`config.mk`:
```
export PLATFORM = sky130hd
export DESIGN_NAME = op_buffer_drain_flat
export DESIGN_NICKNAME = d
export VERILOG_FILES = /design/src/rtl/op_buffer_drain_if.sv /design/src/rtl/op_buffer_drain.sv /design/src/flat_wrapper.sv
export SDC_FILE = /design/constraint.sdc
export NUM_CORES = 1
export LEC_CHECK = 0
export BUFFER_PORTS_ARGS = -buffer_cell sky130_fd_sc_hd__buf_2
export CAP_MARGIN = 20
export CORE_MARGIN = 4
export CORE_UTILIZATION = 40
export CTS_BUF_LIST = sky130_fd_sc_hd__clkbuf_8
export DETAILED_ROUTE_END_ITERATION = 6
export HOLD_SLACK_MARGIN = 0.12
export SLEW_MARGIN = 25
export SYNTH_ARGS = -nofsm -noshare
export SYNTH_HDL_FRONTEND = slang
export SYNTH_SLANG_ARGS = --single-unit
export TNS_END_PERCENT = 100
```
`constraint.sdc`:
```
create_clock -name i_clk -period 6.6 [get_ports i_clk]
set_input_delay 0.99 -clock i_clk [delete_from_list [all_inputs] [get_ports i_clk]]
set_output_delay 0.99 -clock i_clk [all_outputs]
set_load 0.05 [all_outputs]
```
`src/rtl/op_buffer_drain_if.sv`:
```
// Bus bundle for op_buffer_drain: accumulator write port, drain command, streaming read port, status.
interface op_buffer_drain_if #(
  parameter int unsigned DATA_W = 32
);
  logic [DATA_W-1:0] wr_data;
  logic [3:0]        wr_addr;
  logic              wr_en;
  logic              drain_start;
  logic [3:0]        drain_base;
  logic [4:0]        drain_count;
  logic              buf_clear;
  logic [DATA_W-1:0] rd_data;
  logic [3:0]        rd_addr;
  logic              rd_valid;
  logic              rd_ready;
  logic              rd_last;
  logic              busy;
  logic              overwrite_err;

  modport master (
    output wr_data, wr_addr, wr_en, drain_start, drain_base, drain_count, buf_clear, rd_ready,
    input  rd_data, rd_addr, rd_valid, rd_last, busy, overwrite_err
  );

  modport slave (
    input  wr_data, wr_addr, wr_en, drain_start, drain_base, drain_count, buf_clear, rd_ready,
    output rd_data, rd_addr, rd_valid, rd_last, busy, overwrite_err
  );
endinterface

```
`src/rtl/op_buffer_drain.sv`:
```
// Result-side output buffer: 16-entry register file with valid flags, drained in order over valid/ready.
module op_buffer_drain (
  input  logic             i_clk,
  input  logic             i_rst_n,
  op_buffer_drain_if.slave bus
);
  localparam int unsigned DATA_W = 32;
  localparam int unsigned DEPTH  = 16;
  localparam int unsigned AW     = 4;
  localparam int unsigned CW     = 5;

  typedef enum logic [1:0] {S_IDLE, S_WAIT, S_SEND} state_t;

  state_t            r_state, w_state_nxt;
  logic [AW-1:0]     r_ptr, w_ptr_nxt;
  logic [CW-1:0]     r_rem, w_rem_nxt;
  logic [CW-1:0]     w_eff_cnt;
  logic              w_load;
  logic              w_hs;
  logic              w_wr_hit_ptr;
  logic              w_clr_ptr;
  logic              w_ovw;

  logic [DATA_W-1:0] r_mem [DEPTH];
  logic [DEPTH-1:0]  r_vld;

  logic [DATA_W-1:0] r_rd_data;
  logic [AW-1:0]     r_rd_addr;
  logic              r_rd_valid;
  logic              r_rd_last;
  logic              r_busy;
  logic              r_ovw_err;

  // Drain length: zero stays a no-op, anything beyond the buffer depth saturates.
  always_comb begin
    w_eff_cnt = bus.drain_count;
    if (bus.drain_count > CW'(DEPTH)) begin
      w_eff_cnt = CW'(DEPTH);
    end
  end

  // A write landing on the entry being consumed keeps it valid and is not an overwrite.
  always_comb begin
    w_hs         = (r_state == S_SEND) && bus.rd_ready;
    w_wr_hit_ptr = bus.wr_en && (bus.wr_addr == r_ptr);
    w_clr_ptr    = w_hs && !w_wr_hit_ptr;
    w_ovw        = bus.wr_en && r_vld[bus.wr_addr] && !(w_hs && w_wr_hit_ptr);
  end

  always_comb begin
    w_state_nxt = r_state;
    w_ptr_nxt   = r_ptr;
    w_rem_nxt   = r_rem;
    w_load      = 1'b0;
    unique case (r_state)
      S_IDLE: begin
        if (bus.drain_start && (w_eff_cnt != '0)) begin
          w_state_nxt = S_WAIT;
          w_ptr_nxt   = bus.drain_base;
          w_rem_nxt   = w_eff_cnt;
        end
      end
      S_WAIT: begin
        if (r_vld[r_ptr]) begin
          w_state_nxt = S_SEND;
          w_load      = 1'b1;
        end
      end
      S_SEND: begin
        if (bus.rd_ready) begin
          w_ptr_nxt   = r_ptr + AW'(1);
          w_rem_nxt   = r_rem - CW'(1);
          w_state_nxt = (r_rem == CW'(1)) ? S_IDLE : S_WAIT;
        end
      end
      default: w_state_nxt = S_IDLE;
    endcase
    if (bus.buf_clear) begin
      w_state_nxt = S_IDLE;
      w_load      = 1'b0;
    end
  end

  always_ff @(posedge i_clk or negedge i_rst_n) begin
    if (!i_rst_n) begin
      r_state <= S_IDLE;
      r_ptr   <= '0;
      r_rem   <= '0;
    end else begin
      r_state <= w_state_nxt;
      r_ptr   <= w_ptr_nxt;
      r_rem   <= w_rem_nxt;
    end
  end

  // Entry storage has no reset: only the valid flags define what is live.
  always_ff @(posedge i_clk) begin
    if (bus.wr_en) begin
      r_mem[bus.wr_addr] <= bus.wr_data;
    end
  end

  always_ff @(posedge i_clk or negedge i_rst_n) begin
    if (!i_rst_n) begin
      r_vld <= '0;
    end else if (bus.buf_clear) begin
      r_vld <= '0;
    end else begin
      if (w_clr_ptr) begin
        r_vld[r_ptr] <= 1'b0;
      end
      if (bus.wr_en) begin
        r_vld[bus.wr_addr] <= 1'b1;
      end
    end
  end

  // Read-port registers: the word is captured on entry to SEND and held until the handshake.
  always_ff @(posedge i_clk or negedge i_rst_n) begin
    if (!i_rst_n) begin
      r_rd_data  <= '0;
      r_rd_addr  <= '0;
      r_rd_valid <= 1'b0;
      r_rd_last  <= 1'b0;
      r_busy     <= 1'b0;
      r_ovw_err  <= 1'b0;
    end else begin
      r_rd_valid <= (w_state_nxt == S_SEND);
      r_busy     <= (w_state_nxt != S_IDLE);
      if (w_load) begin
        r_rd_data <= r_mem[r_ptr];
        r_rd_addr <= r_ptr;
        r_rd_last <= (r_rem == CW'(1));
      end else if (w_state_nxt != S_SEND) begin
        r_rd_last <= 1'b0;
      end
      if (bus.buf_clear) begin
        r_ovw_err <= 1'b0;
      end else if (w_ovw) begin
        r_ovw_err <= 1'b1;
      end
    end
  end

  assign bus.rd_data       = r_rd_data;
  assign bus.rd_addr       = r_rd_addr;
  assign bus.rd_valid      = r_rd_valid;
  assign bus.rd_last       = r_rd_last;
  assign bus.busy          = r_busy;
  assign bus.overwrite_err = r_ovw_err;
endmodule
```
`src/flat_wrapper.sv`:
```
// flat-port wrapper written by rule: the top's interface ports become plain ports
module op_buffer_drain_flat 
  (i_clk, i_rst_n, bus_wr_data, bus_wr_addr, bus_wr_en, bus_drain_start, bus_drain_base, bus_drain_count, bus_buf_clear, bus_rd_ready, bus_rd_data, bus_rd_addr, bus_rd_valid, bus_rd_last, bus_busy, bus_overwrite_err);
  op_buffer_drain_if bus_i ();
  input  logic i_clk;
  input  logic i_rst_n;
  input wire logic [$bits(bus_i.wr_data)-1:0] bus_wr_data;
  input wire logic [$bits(bus_i.wr_addr)-1:0] bus_wr_addr;
  input wire logic [$bits(bus_i.wr_en)-1:0] bus_wr_en;
  input wire logic [$bits(bus_i.drain_start)-1:0] bus_drain_start;
  input wire logic [$bits(bus_i.drain_base)-1:0] bus_drain_base;
  input wire logic [$bits(bus_i.drain_count)-1:0] bus_drain_count;
  input wire logic [$bits(bus_i.buf_clear)-1:0] bus_buf_clear;
  input wire logic [$bits(bus_i.rd_ready)-1:0] bus_rd_ready;
  output wire logic [$bits(bus_i.rd_data)-1:0] bus_rd_data;
  output wire logic [$bits(bus_i.rd_addr)-1:0] bus_rd_addr;
  output wire logic [$bits(bus_i.rd_valid)-1:0] bus_rd_valid;
  output wire logic [$bits(bus_i.rd_last)-1:0] bus_rd_last;
  output wire logic [$bits(bus_i.busy)-1:0] bus_busy;
  output wire logic [$bits(bus_i.overwrite_err)-1:0] bus_overwrite_err;
  assign bus_i.wr_data = bus_wr_data;
  assign bus_i.wr_addr = bus_wr_addr;
  assign bus_i.wr_en = bus_wr_en;
  assign bus_i.drain_start = bus_drain_start;
  assign bus_i.drain_base = bus_drain_base;
  assign bus_i.drain_count = bus_drain_count;
  assign bus_i.buf_clear = bus_buf_clear;
  assign bus_i.rd_ready = bus_rd_ready;
  assign bus_rd_data = bus_i.rd_data;
  assign bus_rd_addr = bus_i.rd_addr;
  assign bus_rd_valid = bus_i.rd_valid;
  assign bus_rd_last = bus_i.rd_last;
  assign bus_busy = bus_i.busy;
  assign bus_overwrite_err = bus_i.overwrite_err;
  op_buffer_drain u_core (.i_clk(i_clk), .i_rst_n(i_rst_n), .bus(bus_i));
endmodule
```
After elaboration in Yosys (flattened, before gate mapping):

Memories as Yosys holds them, arrays and structs flattened. A register that Yosys moved wholly into a read port is not among the register bits.
Index checks and enable logic that the tools add are counted.

* bits in registers: 35
* bits in writable memories: 512
* input bits: 51
* output and inout bits: 40
* logic and storage cells: 81
* memories: 1

* $add $sub $neg: 2
* $lt $le $gt $ge: 5
* equal/unequal tests: 8
* mux-type cells: 34
* bitwise operators: 3
* reduce and logical (&&, ||, !) cells: 19

Memories
* u_core.r_mem: depth 16, width 32, read ports 1, clocked after Yosys merged registers in 1, wr ports 1, RTL line op_buffer_drain.sv:24 `logic [DATA_W-1:0] r_mem [DEPTH];`

Operators with widths (count)
* two-way mux 16 bit: 4
* bitwise AND 16 bit: 1
* inverter 16 bit: 1
* bitwise OR 16 bit: 1
* two-way mux 5 bit: 3
* two-way mux 1 bit: 14
* less-than comparator 4 x 5 -> 1 bit (second input constant): 2
* one-hot mux 5 bit (2 select lines): 1
* logical AND 1 bit: 9
* binary-select mux 1 bit (select 4 bit): 2
* demux 1 bit (select 4 bit): 2
* greater-or-equal comparator 4 x 1 -> 1 bit (second input constant): 2
* two-way mux 2 bit: 4
* two-way mux 4 bit: 2
* one-hot mux 4 bit (2 select lines): 1
* nonzero test 2 bit: 4
* one-hot mux 2 bit (3 select lines): 1
* equality test 5 x 1 -> 1 bit (second input constant): 1
* > comparator 5 bit (second input constant): 1
* nonzero test 5 bit: 1
* subtractor 5 x 1 -> 5 bit (second input constant): 1
* adder 4 x 1 -> 4 bit (second input constant): 1
* equality test 2 bit (second input constant): 2
* equality test 4 bit: 1
* 6 further kinds: 9

Depth between registers and ports, before layout:

Gate-level depths: netlist (run 1).

* word-level depth: 11
* gate-level depth with buffers: 8
* depth with buffers taken out: 5

Worst setup path before layout (run 1):

Ideal clock, no wire load.

* path type: input to register
* from: input port bus_wr_en
* to: memory u_core.r_mem[0][0], enable pin
* library setup time: 463 ps
* data arrival time: 4103 ps
* data required time: 6137 ps
* slack: 2034 ps
* cell stages on the path: 4
* buffers on the path: 2
* cell sequence: clkbuf_1 or3b_2 clkbuf_1 nor3_1

* word-level cells in the longest chain between the ends: 2

RTL lines
* from (decl): RTL line flat_wrapper.sv:9 `input wire logic [$bits(bus_i.wr_en)-1:0] bus_wr_en;`
* two-way mux 1 bit: RTL line op_buffer_drain.sv:98 `if (bus.wr_en) begin`
* two-way mux 1 bit (not written as such): RTL line op_buffer_drain.sv:99 `r_mem[bus.wr_addr] <= bus.wr_data;`
* to (decl): RTL line op_buffer_drain.sv:24

Every way passes these cells.

Worst setup path in the final report (run 1):

* from: register u_core.r_ptr[1]
* to: register u_core.r_rd_data[26], in the netlist u_core.bus.rd_data[26] (read register of u_core.r_mem)

* word-level cells in the longest chain between the ends: 5

RTL lines
* from (decl): RTL line op_buffer_drain.sv:15 `logic [AW-1:0] r_ptr, w_ptr_nxt;`
* from (signal assigned): RTL line op_buffer_drain.sv:91 `r_ptr <= w_ptr_nxt;`
* binary-select mux 1 bit (select 4 bit): RTL line op_buffer_drain.sv:64 `if (r_vld[r_ptr]) begin`
* two-way mux 1 bit (not written as such): RTL line op_buffer_drain.sv:64
* two-way mux 1 bit: RTL line op_buffer_drain.sv:64
* two-way mux 1 bit: RTL line op_buffer_drain.sv:55 `unique case (r_state)`
* two-way mux 1 bit: RTL line op_buffer_drain.sv:78 `if (bus.buf_clear) begin`
* to (decl): RTL line op_buffer_drain.sv:27 `logic [DATA_W-1:0] r_rd_data;`

Parallel ways exist; a longest one is shown, timed or not. The select of a mux whose other input is x is not followed.
A chain may end at the register's enable or synchronous reset.

==> out/results.txt, run 1 <==
Cell mode on critical path - buf_4
CTS Hold Bufs - 0
Mapped Cells - 1,097
Final worst slack - 2.64 ns
Drt first-iter violations - 868
Period minus WS final - 3.96 ns
TritonRoute pass-1 iters - 6
Cell area after synthesis - 0.0226 mm²
RSZ-0062 raised after global routing - false
Detailed Place HPWL - 29.0 mm
Multi-input gate area - 0.00532 mm²
Vias in the first global route - 12,100
Via density - 5.44
Die area - 0.0603 mm²
Yosys warnings - 0
Actual slew at the worst max-slew pin - 1.04 ns
Worst Path Buf+Inv - 2
Final hold vios - 0
Site Rows - 86
Crit-path cells - buf_4 > mux4_2 > mux2_2 > a2bb2oi_4 > buf_4 > mux2_1
Average wire per standard cell - 25.0 µm
RePlAce Congestion - 0.785
Final setup viols - 0
Synth unique cells - 48
Clk_skew - 0.0366 ns
Bufs on Longest Clock Path - 3
CP max stage delay - 0.77 ns
Leakage power - 8.89 nW
Worst VDD drop - 161 µV
H-tree depth - 3
Layout Cells excl Fill - 2,072
Worst setup SP type - register
Worst EP arrival - 4.49 ns
PwrDens - 334 mW/mm²
Largest net degree at the start of global routing - 68
Share of cells above drive strength 1 - 33.2%
Hold WC Path Type - input pin to async pin
Crit path kind - register to register
Antenna violations before repair - 3
Required @ worst endpoint - 7.13 ns
Total number of vias - 11,300
Slew headroom - 30.8%
Starting Density - 40.6%
Area growth syn-to-layout - 14.9%
PortBufs - 90
Fin area - 0.0259 mm²
Root Driver - clkbuf_8
CP top delay family - buffers and inverters
CP max stage cell - a2bb2oi_4
Max-slew violations - 0
Drt total wl - 51.8 mm
Crit-path max FO - 44
Setup bufs post-CTS - 0
Pre-CTS WS - 2.63 ns
Post-synthesis sequential area ratio - 75.6%
Placed Instances - 1,898
Syn_area_per_cell - 20.6 µm²
ANT nets after route - 0
CTS buffer count - 92
Die Span X - 246 µm
Post-DP Area - 0.0240 mm²
Final #Nets - 1,301
IO Pins - 91
# DRC - 0
#FFs+latches synth - 579
Clock latency at the later pin of the worst-skew pair - 0.68 ns
Max Fclk - 252 MHz
Overall Power - 8.65 mW
Reg clk slew, reported paths - 0.07 ns
Mapped Nets - 1,154
Status - finished clean
GRT overflow - 0
Die Y - 246 µm
Max Cap Viol - 0
CTS resizes - 0
Final setup TNS - 0 ns
TritonCTS clock tree - yes
First-pass GRT wire length - 78.0 mm
Total clock sinks - 579
Core area - 0.0555 mm²
Gr usage total - 17.4%
Critical Path End Type - register
Fillers - 4,743
Reg area - 0.0171 mm²
Final worst path period share - 60.0%
[stage by stage]
| stage | hold WS (ns) | util (%) |
|---|---|---|
| 2_1_floorplan | 0.494 | - |
| 3_3_place_gp | 0.472 | 43.3 |
| 3_5_place_dp | 0.482 | 43.3 |
| 4_1_cts | 0.352 | 46.7 |
| 5_1_grt | 0.388 | 46.7 |
| 6_report | 0.385 | 46.7 |
[state kept, by name, indices dropped and copies added, names as in the netlist]
signal                    count
u_core.r_state                2
u_core.bus.rd_addr            4
u_core.r_vld                 16
u_core.r_ptr                  4
u_core.r_mem                512
u_core.bus.rd_valid           1
u_core.bus.rd_last            1
u_core.r_rem                  5
u_core.bus.overwrite_err      1
u_core.bus.busy               1
u_core.bus.rd_data           32
[layout make-up]
class                   count  share of cell area (%)
diodes                      1                 0.00965
clock buffers             106                    5.63
clock inverters            67                    1.63
inverters                  12                   0.174
multi-input cells         440                    20.5
flip-flops and latches    579                    65.8
well taps                 748                    3.61
repair buffers            119                    2.60
[synth_stat cells, drive strengths merged]
cell type	n	area share, %
or3b	2	0.078
a22oi	64	2.1
nand2	45	0.75
a21o	1	0.033
dfrtp	67	7.4
xor2	4	0.16
o21ai	10	0.24
o31a	1	0.039
nor3	17	0.38
a31oi	2	0.055
a211o	3	0.12
nor2	37	0.62
a31o	2	0.078
and3	1	0.028
mux2i	6	0.32
and3b	1	0.039
a2bb2oi	3	0.14
o22ai	4	0.11
nor4b	2	0.078
or3	1	0.028
a221oi	2	0.078
nand2b	4	0.11
ha	6	0.33
buf	27	0.71
or4	1	0.033
mux2	38	1.9
inv	12	0.20
nand3	4	0.089
nor4	1	0.055
o32a	1	0.044
o31ai	5	0.17
o22a	1	0.039
nand3b	2	0.067
nor2b	6	0.17
mux4	136	14
a211oi	17	0.57
edfxtp	512	68
and2	2	0.055
a311oi	2	0.078
a21oi	6	0.13
clkbuf	39	0.65
[placed cells by master, fill, tap and decap left out, types with 3 or more instances in the layout]
master and instances:
nor2_4 13, nor2_1 24, nand3_1 4, mux2_2 21
a21oi_1 6, mux4_2 136, clkbuf_8 106, inv_1 41
ha_1 6, buf_2 89, nor2b_1 4, nor3_1 13
clkinv_2 16, o22ai_1 4, a22oi_1 64, mux2i_1 5
a211oi_1 17, bufinv_16 4, buf_4 29, a211o_1 3
nand2b_1 4, o31ai_1 5, mux2_1 17, o21ai_0 9
clkinv_1 11, dfrtp_1 65, edfxtp_1 512, xor2_1 4
nand2_1 45, clkinvlp_4 3
[metal layers]
metal,track usage [%],share of wire (%)
met1,23.7,43
met2,29.0,50
met3,3.59,5.4
met4,4.59,2.0
met5,0,0.017
[path summary, 6_finish.rpt]
kind,from,slack (ns),end,cells past startpoint
max in group asynchronous,i_rst_n,5.62,u_core.r_ptr[0],1
worst min register to register,u_core.bus.rd_addr[1],0.49,u_core.bus.rd_addr[1],1
worst max register to register,u_core.r_ptr[1],2.64,u_core.bus.rd_data[26],6
worst min-delay path,i_rst_n,0.38,u_core.bus.rd_data[10],1
min in group i_clk,u_core.bus.rd_addr[1],0.49,u_core.bus.rd_addr[1],1
worst max-delay path,u_core.r_ptr[1],2.64,u_core.bus.rd_data[26],6
[logic make-up (layout without fill, tap and decap cells)]
logic type      Yosys count  count (layout)  synth area share, %
mux                     180             180                 15.8
compound gates          124             124                 4.05
other cells               0               1                    0
fa+ha+maj                 6               6                0.333
simple gates            126             126                 2.57
buf+inv                  78             304                 1.56
flops                   579             579                 75.6
xor+xnor                  4               4                0.155
[power by group]
group | internal (mW) | switching [mW] | total [mW] | leakage, nW
Combinational | 0.520 | 0.801 | 1.32 | 2.29
Sequential | 4.14 | 0.131 | 4.27 | 5.52
Clock | 1.64 | 1.42 | 3.05 | 1.08
Power figures use the tool's default switching activity.
==> run 2: changes to the inputs <==
- ABC_AREA: default -> 1
- clock period: 6.6 -> 3.8 ns (I/O delays scaled with it)
==> out/results.txt, run 2 <==
Synth unique cells - 29 (-40%)
Post-synth ARST share - 11.6% (unchanged)
Synth Flop Type - edfxtp_1
RR Endpoint - u_core.bus.rd_data[25]
Multi-input gate area - 0.00586 mm² (+10%)
Hold path start - bus_drain_base[1]
PwrDens - 695 mW/mm² (+110%)
Hold WC Path Type - input pin to register
Starting Density - 40.6% (about the same)
Final hold vios - 0 (unchanged)
Core area - 0.0581 mm² (+4.7%)
PortBufs - 90 (unchanged)
Slew headroom - 38.7% (+7.9 points)
Placed Instances - 2,880 (+52%)
Leakage power - 10.0 nW (+13%)
Max Cap Viol - 0 (unchanged)
Adder-Cell Fraction of Synth Area - 0.318% (-0.015 points)
Mapped Nets - 2,161 (+87%)
H-tree depth - 3 (unchanged)
Synth top area cells - edfxtp_1, o21ai_0, dfrtp_1
Share of cells above drive strength 1 - 12.4% (-21 points)
Largest net degree at the start of global routing - 165 (+140%)
Commonest non-fill, non-tap cell in the layout - edfxtp_1
Status - finished clean
Site Rows - 88 (+2.3%)
Worst setup SP type - register
Compound-Gate Fraction of Synth Area - 9.53% (+5.5 points)
Final setup TNS - 0 ns (unchanged)
Bufs on Longest Clock Path - 3 (unchanged)
CTS buffer count - 95 (+3.3%)
Worst Hold Path EP - u_core.r_ptr[1]
Most common cell in the netlist - edfxtp_1
Worst R2R Start - u_core.r_ptr[0]
Crit-path max FO - 162 (+270%)
Vias in the first global route - 15,500 (+29%)
Drt first-iter violations - 1,466 (+69%)
Number of synthesized flops with an enable pin - 512 (unchanged)
Layout Cells excl Fill - 3,060 (+48%)
CTS Hold Bufs - 1 (+1)
Top cells by count, synth - edfxtp_1, nor2_1, nand2_1, o21ai_0, o21ai_1
Total number of vias - 15,900 (+41%)
Crit path launch - u_core.r_ptr[0]
Antenna violations before repair - 3 (unchanged)
Actual slew at the worst max-slew pin - 0.920 ns (-0.118 ns)
Detailed Place HPWL - 32.2 mm (+11%)
Post-DP Area - 0.0250 mm² (+3.9%)
TritonRoute pass-1 iters - 5 (-1)
Fillers - 5,304 (+12%)
Yosys warnings - 0 (unchanged)
Final #Nets - 2,271 (+75%)
Clock latency at the later pin of the worst-skew pair - 0.68 ns (about the same)
# DRC - 0 (unchanged)
Clk_skew - 0.0351 ns (-0.00147 ns)
GRT overflow - 0 (unchanged)
Cell area after synthesis - 0.0236 mm² (+4.7%)
Largest family of logic cells by synthesized area - simple AND/OR/NAND/NOR gates
Period minus WS final - 2.80 ns (-1.17 ns)
CTS resizes - 0 (unchanged)
Required @ worst endpoint - 4.42 ns (-2.71 ns)
Average wire per standard cell - 19.7 µm (-21%)
TritonCTS clock tree - yes
Max Fclk - 358 MHz (+42%)
Fin area - 0.0269 mm² (+3.6%)
ANT nets after route - 0 (unchanged)
Drt total wl - 60.4 mm (+17%)
Mux contribution to synthesized area - 0% (-16 points)
Synth Area in XOR/XNOR - 0.0741% (-0.081 points)
Reg area - 0.0171 mm² (about the same)
Worst R2R Path Depth - 8 (+2)
Crit path kind - register to register
RePlAce Congestion - 0.875 (+12%)
#FFs+latches synth - 579 (unchanged)
Worst VDD drop - 485 µV (+200%)
IO Pins - 91 (unchanged)
Final worst path period share - 73.6% (+14 points)
Hold WS - 0.184 ns (-0.201 ns)
Die Span X - 251 µm (+2.2%)
Die area - 0.0630 mm² (+4.5%)
Commonest non-fill, non-tap cells in the layout - edfxtp_1, nor2_1, nand2_1, o21ai_0, clkbuf_8
Simple-gate share of the synthesized area - 14.3% (+12 points)
Reg clk slew, reported paths - 0.07 ns (about the same)
Critical Path End Type - register
Worst Hold Depth - 3
Root Driver - clkbuf_8
Post-synthesis sequential area ratio - 72.2% (-3.4 points)
Final setup viols - 0 (unchanged)
Die Y - 251 µm (+2.2%)
Top register by number of flip-flops - u_core.r_mem
First-pass GRT wire length - 93.1 mm (+19%)
Area growth syn-to-layout - 13.7%
Syn_area_per_cell - 11.2 µm² (-45%)
Setup bufs post-CTS - 0 (unchanged)
Mapped Cells - 2,104 (+92%)
Worst EP arrival - 3.41 ns (-1.08 ns)
FF-to-FF setup slack - 1.00 ns (-1.63 ns)
Gr usage total - 18.9% (+1.5 points)
RSZ-0062 raised after global routing - false
Dominant cell type by area after synthesis - edfxtp_1
Max reg flops - 512 (unchanged)
Via density - 5.20 (-4.5%)
Yosys top cell area share - 65.1% (-3.0 points)
Total clock sinks - 579 (unchanged)
Max-slew violations - 0 (unchanged)
-- run 2: cell types whose count changed after synthesis, moves of 21 or more --
cell	change
o21ai_0	+345
inv_1	+50
nor2_1	+409
a22oi_1	-64
buf_2	+38
o21ai_1	+68
mux4_2	-136
nand2_1	+367
mux2_2	-21
-- run 2: layout make-up --
type / instances / area share (%)
well taps: 765 / 3.56
clock inverters: 67 / 1.34
repair buffers: 128 / 3.18
flip-flops and latches: 579 / 63.5
inverters: 69 / 1.00
clock buffers: 109 / 5.59
diodes: 2 / 0.0186
multi-input cells: 1341 / 21.8
-- run 2: per-layer routing --
metal  GRT usage, %  vias up  part of all wire [%]
li1               -     7452                     -
met5              0        -                 0.017
met1           27.1     7797                    45
met3           3.66       91                   6.8
met2           29.3      566                    46
met4           6.39        2                   2.4
-- run 2: kinds of logic (layout without fill, tap and decap cells) --
kind of cell	after synthesis	after routing
AND/OR/NAND/NOR	887	887
flip-flops	579	579
AO/OA/AOI/OAI	446	446
buffers and inverters	184	373
adder cells (fa/ha/maj)	6	6
XOR/XNOR	2	2
other	0	2
-- run 2: worst max-delay path by stage --
| stage | to | slack, ns | cells after the start |
|---|---|---|---|
| 3_5_place_dp | u_core.bus.rd_data[25] | 1.07 | 8 |
| 4_1_cts | u_core.bus.rd_data[25] | 1.05 | 8 |
| 6_report | u_core.bus.rd_data[25] | 1.00 | 8 |
| 2_1_floorplan | u_core.r_mem[5][0] | 0.98 | 3 |
| 5_1_grt | u_core.bus.rd_data[25] | 0.77 | 8 |
| 3_3_place_gp | u_core.r_mem[6][20] | 1.11 | 5 |
-- run 2: power by group --
part / total, mW / switching (mW) / internal, mW
Combinational: 5.84 / 4.25 / 1.59
Clock: 5.26 / 2.45 / 2.82
Sequential: 7.57 / 0.312 / 7.26
Total: 18.7 / 7.01 / 11.7
-- run 2: per-stage QoR --
step / worst slack, ns / util [%] / power (mW)
2_1_floorplan: 0.984 / - / 11.9
4_1_cts: 1.05 / 46.2 / 18.8
3_5_place_dp: 1.07 / 42.9 / 13.5
3_3_place_gp: 1.11 / 42.9 / 13.5
5_1_grt: 0.775 / 46.2 / 19.9
6_report: 1.00 / 46.2 / 18.7
-- run 2: worst max-delay path, cell delays in order (launching register included) --
cell     delay (ns)
dfrtp_4        0.60
inv_6          0.60
buf_12         0.59
o21ai_0        0.16
o21ai_0        0.30
nand2_1        0.16
nand2_1        0.09
o21ai_1        0.06
nand2_1        0.08
